<file path="config.mk">
export PLATFORM = sky130hd
export DESIGN_NAME = bcd_to_integer_seq_flat
export DESIGN_NICKNAME = d
export VERILOG_FILES = /design/src/rtl/bcd_to_integer_seq_if.sv /design/src/rtl/bcd_to_integer_seq.sv /design/src/flat_wrapper.sv
export SDC_FILE = /design/constraint.sdc
export NUM_CORES = 1
export LEC_CHECK = 0
export BUFFER_PORTS_ARGS = -buffer_cell sky130_fd_sc_hd__buf_2
export CAP_MARGIN = 20
export CORE_UTILIZATION = 50
export DETAILED_ROUTE_END_ITERATION = 10
export PLACE_DENSITY_LB_ADDON = 0.3
export SLEW_MARGIN = 20
export SYNTH_ARGS = -nofsm -noshare
export SYNTH_HDL_FRONTEND = slang
export SYNTH_SLANG_ARGS = --single-unit
</file>
<file path="constraint.sdc">
create_clock -name clk -period 2.8 [get_ports clk]
set_clock_uncertainty 0.05 [all_clocks]
set_input_delay 0.84 -clock clk [delete_from_list [all_inputs] [get_ports clk]]
set_output_delay 0.84 -clock clk [all_outputs]
set_load 0.05 [all_outputs]
</file>
<file path="src/rtl/bcd_to_integer_seq_if.sv">
// bcd_to_integer_seq_if
//   Start/done handshake bundle for the sequential BCD -> binary converter.
//   master : the requester; drives start and bcd_in, observes the result.
//   slave  : the converter; samples start/bcd_in, drives busy/done/int_out/err.
//   Signals:
//     start    request a conversion (only honoured while the converter is idle)
//     bcd_in   4*DIGITS-bit BCD operand, most significant digit in the top nibble
//     busy     high while digits are being consumed
//     done     one-cycle pulse marking a fresh int_out/err
//     int_out  BIN_W-bit binary result, held until the next completion
//     err      result contained a nibble above 9 (int_out forced to 0)
interface bcd_to_integer_seq_if #(
  parameter int DIGITS = 2,
  parameter int BIN_W  = 7
);
  logic                  start;
  logic [4*DIGITS-1:0]   bcd_in;
  logic                  busy;
  logic                  done;
  logic [BIN_W-1:0]      int_out;
  logic                  err;

  modport master (
    output start,
    output bcd_in,
    input  busy,
    input  done,
    input  int_out,
    input  err
  );

  modport slave (
    input  start,
    input  bcd_in,
    output busy,
    output done,
    output int_out,
    output err
  );
endinterface

</file>
<file path="src/rtl/bcd_to_integer_seq.sv">
// bcd_to_integer_seq
//   Sequential multi-digit 8421 BCD -> unsigned binary converter. Consumes one
//   digit per clock, most significant first (acc = acc*10 + digit), so a
//   conversion takes DIGITS+2 cycles including the IDLE and DONE cycles.
//   Any nibble above 9 flags err and forces the result to 0; the conversion
//   still runs its full length so latency is fixed.
//   Ports:
//     clk   rising-edge clock
//     rst   synchronous active-high reset, overrides everything
//     bus   bcd_to_integer_seq_if.slave (start, bcd_in, busy, done, int_out, err)
//   All outputs come straight from flops.
module bcd_to_integer_seq #(
  parameter int DIGITS = 2,
  parameter int BIN_W  = 7
) (
  input  logic                  clk,
  input  logic                  rst,
  bcd_to_integer_seq_if.slave   bus
);

  localparam int ACC_W = BIN_W + 4;
  localparam int IDX_W = (DIGITS > 1) ? $clog2(DIGITS) : 1;
  localparam logic [IDX_W-1:0] LAST_IDX = IDX_W'(DIGITS - 1);

  typedef enum logic [1:0] {
    IDLE = 2'd0,
    CONV = 2'd1,
    DONE = 2'd2
  } state_t;

  state_t               state_reg, state_next;
  logic [4*DIGITS-1:0]  shift_reg, shift_next;
  logic [ACC_W-1:0]     acc_reg, acc_next;
  logic                 bad_reg, bad_next;
  logic [IDX_W-1:0]     idx_reg, idx_next;
  logic [BIN_W-1:0]     int_out_reg, int_out_next;
  logic                 err_reg, err_next;
  logic                 busy_reg, busy_next;
  logic                 done_reg, done_next;

  // Digit currently at the head of the shift register and the accumulator
  // after folding it in. x10 is built as x8 + x2 to avoid a multiplier.
  logic [3:0]           digit;
  logic [ACC_W-1:0]     acc_step;
  logic                 bad_step;

  assign digit    = shift_reg[4*DIGITS-1 -: 4];
  assign acc_step = (acc_reg << 3) + (acc_reg << 1) + ACC_W'(digit);
  assign bad_step = bad_reg | (digit > 4'd9);

  always_comb begin
    state_next   = state_reg;
    shift_next   = shift_reg;
    acc_next     = acc_reg;
    bad_next     = bad_reg;
    idx_next     = idx_reg;
    int_out_next = int_out_reg;
    err_next     = err_reg;

    case (state_reg)
      IDLE: begin
        if (bus.start) begin
          shift_next = bus.bcd_in;
          acc_next   = '0;
          bad_next   = 1'b0;
          idx_next   = '0;
          state_next = CONV;
        end
      end
      CONV: begin
        acc_next   = acc_step;
        bad_next   = bad_step;
        shift_next = shift_reg << 4;
        idx_next   = idx_reg + 1'b1;
        if (idx_reg == LAST_IDX) begin
          // Result uses the flag including the digit consumed on this edge.
          state_next   = DONE;
          int_out_next = bad_step ? '0 : acc_step[BIN_W-1:0];
          err_next     = bad_step;
        end
      end
      DONE: begin
        state_next = IDLE;
      end
      default: begin
        state_next = IDLE;
      end
    endcase

    // busy/done are registered copies of the next-state decode so they
    // line up exactly with the state they describe.
    busy_next = (state_next == CONV);
    done_next = (state_next == DONE);
  end

  always_ff @(posedge clk) begin
    if (rst) begin
      state_reg   <= IDLE;
      shift_reg   <= '0;
      acc_reg     <= '0;
      bad_reg     <= 1'b0;
      idx_reg     <= '0;
      int_out_reg <= '0;
      err_reg     <= 1'b0;
      busy_reg    <= 1'b0;
      done_reg    <= 1'b0;
    end else begin
      state_reg   <= state_next;
      shift_reg   <= shift_next;
      acc_reg     <= acc_next;
      bad_reg     <= bad_next;
      idx_reg     <= idx_next;
      int_out_reg <= int_out_next;
      err_reg     <= err_next;
      busy_reg    <= busy_next;
      done_reg    <= done_next;
    end
  end

  assign bus.busy    = busy_reg;
  assign bus.done    = done_reg;
  assign bus.int_out = int_out_reg;
  assign bus.err     = err_reg;

endmodule
</file>
<file path="src/flat_wrapper.sv">
// flat-port wrapper written by rule: the top's interface ports become plain ports
module bcd_to_integer_seq_flat 
#(
  parameter int DIGITS = 2,
  parameter int BIN_W  = 7
)
  (clk, rst, bus_start, bus_bcd_in, bus_busy, bus_done, bus_int_out, bus_err);
  bcd_to_integer_seq_if #(.DIGITS(DIGITS), .BIN_W(BIN_W)) bus_i ();
  input  logic clk;
  input  logic rst;
  input wire logic [$bits(bus_i.start)-1:0] bus_start;
  input wire logic [$bits(bus_i.bcd_in)-1:0] bus_bcd_in;
  output wire logic [$bits(bus_i.busy)-1:0] bus_busy;
  output wire logic [$bits(bus_i.done)-1:0] bus_done;
  output wire logic [$bits(bus_i.int_out)-1:0] bus_int_out;
  output wire logic [$bits(bus_i.err)-1:0] bus_err;
  assign bus_i.start = bus_start;
  assign bus_i.bcd_in = bus_bcd_in;
  assign bus_busy = bus_i.busy;
  assign bus_done = bus_i.done;
  assign bus_int_out = bus_i.int_out;
  assign bus_err = bus_i.err;
  bcd_to_integer_seq #(.DIGITS(DIGITS), .BIN_W(BIN_W)) u_core (.clk(clk), .rst(rst), .bus(bus_i));
endmodule
</file>
==> results of run 1 <==
[layout make-up]
type                       instances  area [um^2]
fill                             222         1040
multi-input combinational         91          651
sequential                        28          561
timing repair buffer              20          100
tap                               30         37.5
clock buffer                       4         36.3
inverter                           7         26.3
[metal layers]
layer  global-route usage (%)  vias up  part of all wire, %
li1                         -      500                    -
met1                     23.9      487                   43
met2                     35.0       20                   52
met3                     5.51        2                  4.0
met4                     3.95        0                 0.52
met5                        0        -                    0
[kinds of logic after synthesis]
kind of cell / synth area share (%)
DFF: 43.6
adders and majority gates: 10.9
xor gates and xnor gates: 3.40
muxes: 0.778
and+or+nand+nor: 18.2
AOI/OAI and AO/OA: 17.3
buffers and inverters: 5.84
[synthesized netlist by cell type (3+ instances only)]
cell type / instances / area (um^2)
nor3_1: 5 / 25.0
a21oi_1: 6 / 30.0
dfxtp_1: 28 / 561
xnor2_1: 4 / 35.0
a22oi_1: 10 / 75.1
nor2_1: 26 / 97.6
a32o_1: 7 / 70.1
nor2b_1: 3 / 18.8
ha_1: 8 / 100
buf_2: 3 / 15.0
nor3b_1: 3 / 22.5
inv_1: 7 / 26.3
[where the power goes]
group | leakage (nW) | switching [W] | internal (W)
Combinational | 0.406 | 0.0000742 | 0.0000460
Sequential | 0.228 | 0.0000162 | 0.000417
Clock | 0.0210 | 0.000118 | 0.0000796
[worst max-delay path by stage]
stage / start / to / slack [ns] / cells past startpoint
after floorplan: u_core.acc_reg[0] / u_core.bus.int_out[6] / 0.56 / 8
after global placement: u_core.acc_reg[0] / u_core.bus.int_out[6] / 0.52 / 8
after detailed placement: u_core.acc_reg[0] / u_core.bus.int_out[6] / 0.46 / 8
after CTS: u_core.acc_reg[0] / u_core.bus.int_out[6] / 0.44 / 8
after global routing: u_core.acc_reg[0] / u_core.bus.int_out[6] / 0.33 / 8
final: u_core.acc_reg[0] / u_core.bus.int_out[6] / 0.44 / 8
[per-stage QoR]
stage | utilization (%) | total power (W) | instance area [um^2] | hold WS (ns) | worst slack, ns
global route | 57.5 | 0.000783 | 1410 | 0.451 | 0.327
detailed placement | 56.0 | 0.000562 | 1380 | 0.405 | 0.456
floorplan | - | 0.000535 | 1290 | 0.407 | 0.563
CTS | 57.5 | 0.000754 | 1410 | 0.438 | 0.437
global placement | 56.0 | 0.000556 | 1380 | 0.397 | 0.521
finish | 57.5 | 0.000751 | 1410 | 0.433 | 0.439
==> run summary, run 1 <==
Post-CTS Resized -> 0
CP peak stage delay -> 0.53 ns
Setup crit start kind -> flop
Relative slew slack -> 64.8%
Synth Register Bits -> 28
Hold/Removal Path Class -> flop to flop
Die width -> 52.7 um
Final wirelength -> 2.49 mm
Core Region -> 2450 um^2
Max-cap viol count -> 0
Bufs on Longest Clock Path -> 2
Top_reg_cell synth -> dfxtp_1
Slowest cell on crit path -> fa_1
ANT nets after route -> 0
Post-route clock period utilization -> 84.3%
Element type at the critical path end -> flop
Number of flip-flops in the largest register -> 8
CTS Root Cell -> clkbuf_4
Hpwl dp -> 1.87 mm
Final Max Slew Viols -> 0
Crit path max fanout -> 3
Die area -> 2780 um^2
Vias per inst -> 5.61
Total CTS buffers -> 3
Fraction of layout cells with a size suffix above 1 -> 18.7%
Post-layout min period -> 2.36 ns
RR Startpoint -> u_core.acc_reg[0]
Clk Latency, worst-skew pair -> 0.32 ns
Setup Crit Path Kind -> flop to flop
CTS tree -> done
Cts hold-fix bufs -> 0
Post-CTS Setup Inserts -> 0
Unrepaired setup endpoints after global routing -> no
Initial antenna violation count -> 0
GRT Total Usage -> 19.9%
Worst-margin pin slew -> 0.528 ns
Total power per unit cell area -> 532 nW/um^2
WHS Path Cells -> 1
Io pins -> 21
Synth Area per Inst -> 9.67 um^2
Sink Count -> 28
Vias in the first global route -> 856
Post-synthesis cell count -> 133
# setup viols final -> 0
Critical Path AT -> 2.55 ns
Grt ovf -> 0
First-pass GRT wire length -> 3.97 mm
Crit path buf inv count -> 2
H-Tree Depth -> 1
Routed vias -> 1009
Part of the Yosys area used for sequential elements -> 43.6%
Worst R2R End -> u_core.bus.int_out[6]
Post-synth ARST share -> 0%
Drt initial violations -> 35
Cells after DPL -> 176
Cell row count -> 18
RePlAce Congestion -> 0.797
Yosys warning count -> 0
Initial Util -> 52.4%
FF-to-FF path depth -> 8
Status -> finished, final reports clean
Post-Layout Cell Count -> 180
Cell Area, Synth -> 1290 um^2
Crit-path cells -> inv_1 -> fa_1 -> inv_1 -> fa_1 -> a21o_1 -> a21oi_1 -> xnor2_1 -> a32o_1
Clock slew at reported path FFs -> 0.15 ns
Die H -> 52.7 um
Leakage -> 0.655 nW
Most frequent cells in the layout -> 28 x dfxtp_1, 26 x nor2_1, 20 x buf_2
Internal reg-to-reg setup slack -> 0.44 ns
First drt pass iteration count -> 4
Most common library cell in the layout ignoring fill and taps -> dfxtp_1
Setup_tns -> 0 ns
Min-delay src -> u_core.bus.int_out[3]
Largest net degree at the start of global routing -> 23
Port Buffers -> 20
Synth-to-layout area growth -> 9.73%
Wire length per cell -> 13.8 um
Hold endpoint -> u_core.bus.int_out[3]
Syn_nets -> 154
Max VDD drop -> 495 uV
Antenna fix cells -> 0
Drc violations -> 0
Fin. Hold Viols -> 0
Required @ worst endpoint -> 2.99 ns
Final #Nets -> 172
Count of different cell masters after synthesis -> 32
Max Freq -> 0.424 GHz
Top delay family on crit path -> adder cells
Post-synth EDFFs -> 0
No activity file was read; power rests on OpenSTA's default activity.
==> inputs of run 2 (changes only) <==
--- a/config.mk
+++ b/config.mk
@@ -7,7 +7,7 @@
 export LEC_CHECK = 0
 export BUFFER_PORTS_ARGS = -buffer_cell sky130_fd_sc_hd__buf_2
 export CAP_MARGIN = 20
-export CORE_UTILIZATION = 50
+export CORE_UTILIZATION = 49
 export DETAILED_ROUTE_END_ITERATION = 10
 export PLACE_DENSITY_LB_ADDON = 0.3
 export SLEW_MARGIN = 20
==> constraint.sdc (replaced) <==
create_clock -name clk -period 1.95 [get_ports clk]
set_clock_uncertainty 0.05 [all_clocks]
set_input_delay 0.585 -clock clk [delete_from_list [all_inputs] [get_ports clk]]
set_output_delay 0.585 -clock clk [all_outputs]
set_load 0.05 [all_outputs]
==> run 2 against run 1 <==
Against the previous run:
- the flow now finishes with violations (setup timing)
- routed wire length grew 3.1%
- register-to-register slack got worse by 0.58 ns
- global-route usage increased by 0.18 points
- die area up 2.0%
- first-iteration DRC count fell by 31%
- sequential power rose by 44%
- design area rose by 7.3%
- clock-buffer cell count stayed put
- non-clock buffer count grew 8
- sequential share of layout area shrank 2.4 points
==> run summary, run 2 (synthesis gave the netlist of run 1 again) <==
RePlAce Congestion -> 0.853
Setup_tns -> -0.362 ns
CTS tree -> done
Max Freq -> 0.479 GHz
Internal power -> 0.000794 W
Dpl cell area -> 1450 um^2
Clk Latency, worst-skew pair -> 0.31 ns
Drc violations -> 0
Grt ovf -> 0
Clock slew at reported path FFs -> 0.14 ns
Sink Count -> 28
Worst-margin pin slew -> 0.549 ns
Clk pwr share -> 25.0%
Initial antenna violation count -> 0
Fin. Hold Viols -> 0
Post-layout min period -> 2.09 ns
Relative slew slack -> 63.4%
Hold_ws -> 0.428 ns
H-Tree Depth -> 1
Vias in the first global route -> 966
Total power per unit cell area -> 720 nW/um^2
Final #Nets -> 180
GRT Total Usage -> 20.1%
Critical Path AT -> 2.27 ns
Vias per inst -> 5.40
Final wirelength -> 2.57 mm
Setup crit start kind -> flop
Core Region -> 2480 um^2
Wire length per cell -> 13.6 um
Largest net degree at the start of global routing -> 17
Hpwl dp -> 1.88 mm
Status -> finished, violations left
Leakage -> 0.694 nW
Internal reg-to-reg setup slack -> -0.14 ns
Logic pwr share -> 17.9%
Reg power frac -> 57.0%
Antenna fix cells -> 0
Max VDD drop -> 467 uV
Fraction of layout cells with a size suffix above 1 -> 29.7%
Initial Util -> 51.9%
Final instance area -> 1510 um^2
# setup viols final -> 5
Most frequent cells in the layout -> 26 x nor2_1, 25 x dfxtp_1, 20 x buf_2
Element type at the critical path end -> flop
Cts hold-fix bufs -> 0
Required @ worst endpoint -> 2.13 ns
Failing checks -> setup timing
Die width -> 53.2 um
Most common library cell in the layout ignoring fill and taps -> nor2_1
Post-route clock period utilization -> 107%
Total CTS buffers -> 3
Max-cap viol count -> 0
Routed vias -> 1015
Number of flip-flops in the largest register -> 8
Synth-to-layout area growth -> 17.7%
Switching power total -> 0.000297 W
First-pass GRT wire length -> 4.15 mm
Hold/Removal Path Class -> flop to flop
First drt pass iteration count -> 4
Io pins -> 21
Port Buffers -> 20
Die H -> 53.2 um
Final Max Slew Viols -> 0
Unrepaired setup endpoints after global routing -> yes
Setup Crit Path Kind -> flop to flop
ANT nets after route -> 0
CTS Root Cell -> clkbuf_4
Final setup margin -> -0.138 ns
Cell row count -> 18
Sw Ratio -> 27.2%
Die area -> 2830 um^2
Drt initial violations -> 24
Bufs on Longest Clock Path -> 2
Crit path max fanout -> 2
## run 2: cell count changes in the layout (fill, tap and decap cells not counted), sizes merged
cell / previous run / this run
buf: 20 / 28
## run 2: final cells by class
cell class,instances,area [um^2]
Clock buffer,4,36.3
Fill cell,228,963
Inverter,7,26.3
Multi-Input combinational cell,91,686
Sequential cell,28,564
Tap cell,30,37.5
Timing Repair Buffer,28,164
## run 2: critical path, stage by stage (launching register included)
cell     delay (ns)
dfxtp_2        0.36
inv_2          0.04
fa_1           0.55
inv_2          0.06
fa_2           0.35
a21o_1         0.18
a21oi_2        0.13
xnor2_1        0.07
a32o_1         0.22
## run 2: path summary, 6_finish.rpt
kind                                               to                   from  depth (start not counted)
worst max register to register  u_core.bus.int_out[6]      u_core.acc_reg[2]                          8
worst min-delay path            u_core.bus.int_out[5]  u_core.bus.int_out[5]                          1
worst max-delay path            u_core.bus.int_out[6]      u_core.acc_reg[2]                          8
worst min register to register  u_core.bus.int_out[5]  u_core.bus.int_out[5]                          1
## run 2: layer usage
layer,GRT usage [%],up-vias,part of all wire (%)
met3,2.59,2,3.5
met4,5.26,0,0.58
met2,36.9,28,51
met5,0,-,0
li1,-,512,-
met1,24.1,473,45
## run 2: timing repair
item	CTS	global route
pin swaps	5	1
resized for setup	1	4
endpoints found under the setup margin	5	5
buffers inserted	0	0
## run 2: power by group through the flow
| stage | Clock [W] | Sequential, W | Combinational, W |
|---|---|---|---|
| floorplan | 0 | 0.000640 | 0.000131 |
| global placement | 0 | 0.000632 | 0.000181 |
| detailed placement | 0 | 0.000634 | 0.000188 |
| CTS | 0.000281 | 0.000621 | 0.000190 |
| global route | 0.000299 | 0.000627 | 0.000218 |
| finish | 0.000273 | 0.000622 | 0.000195 |
## run 2: per-stage QoR
step / utilization [%] / std cells / total power, W / setup slack [ns]
after floorplan: - / 133 / 0.000771 / -0.0448
after global placement: 58.4 / 184 / 0.000813 / -0.0520
after detailed placement: 58.4 / 184 / 0.000821 / -0.0991
after CTS: 60.2 / 188 / 0.00109 / -0.124
after global routing: 61.1 / 188 / 0.00114 / -0.234
final: 61.1 / 188 / 0.00109 / -0.138
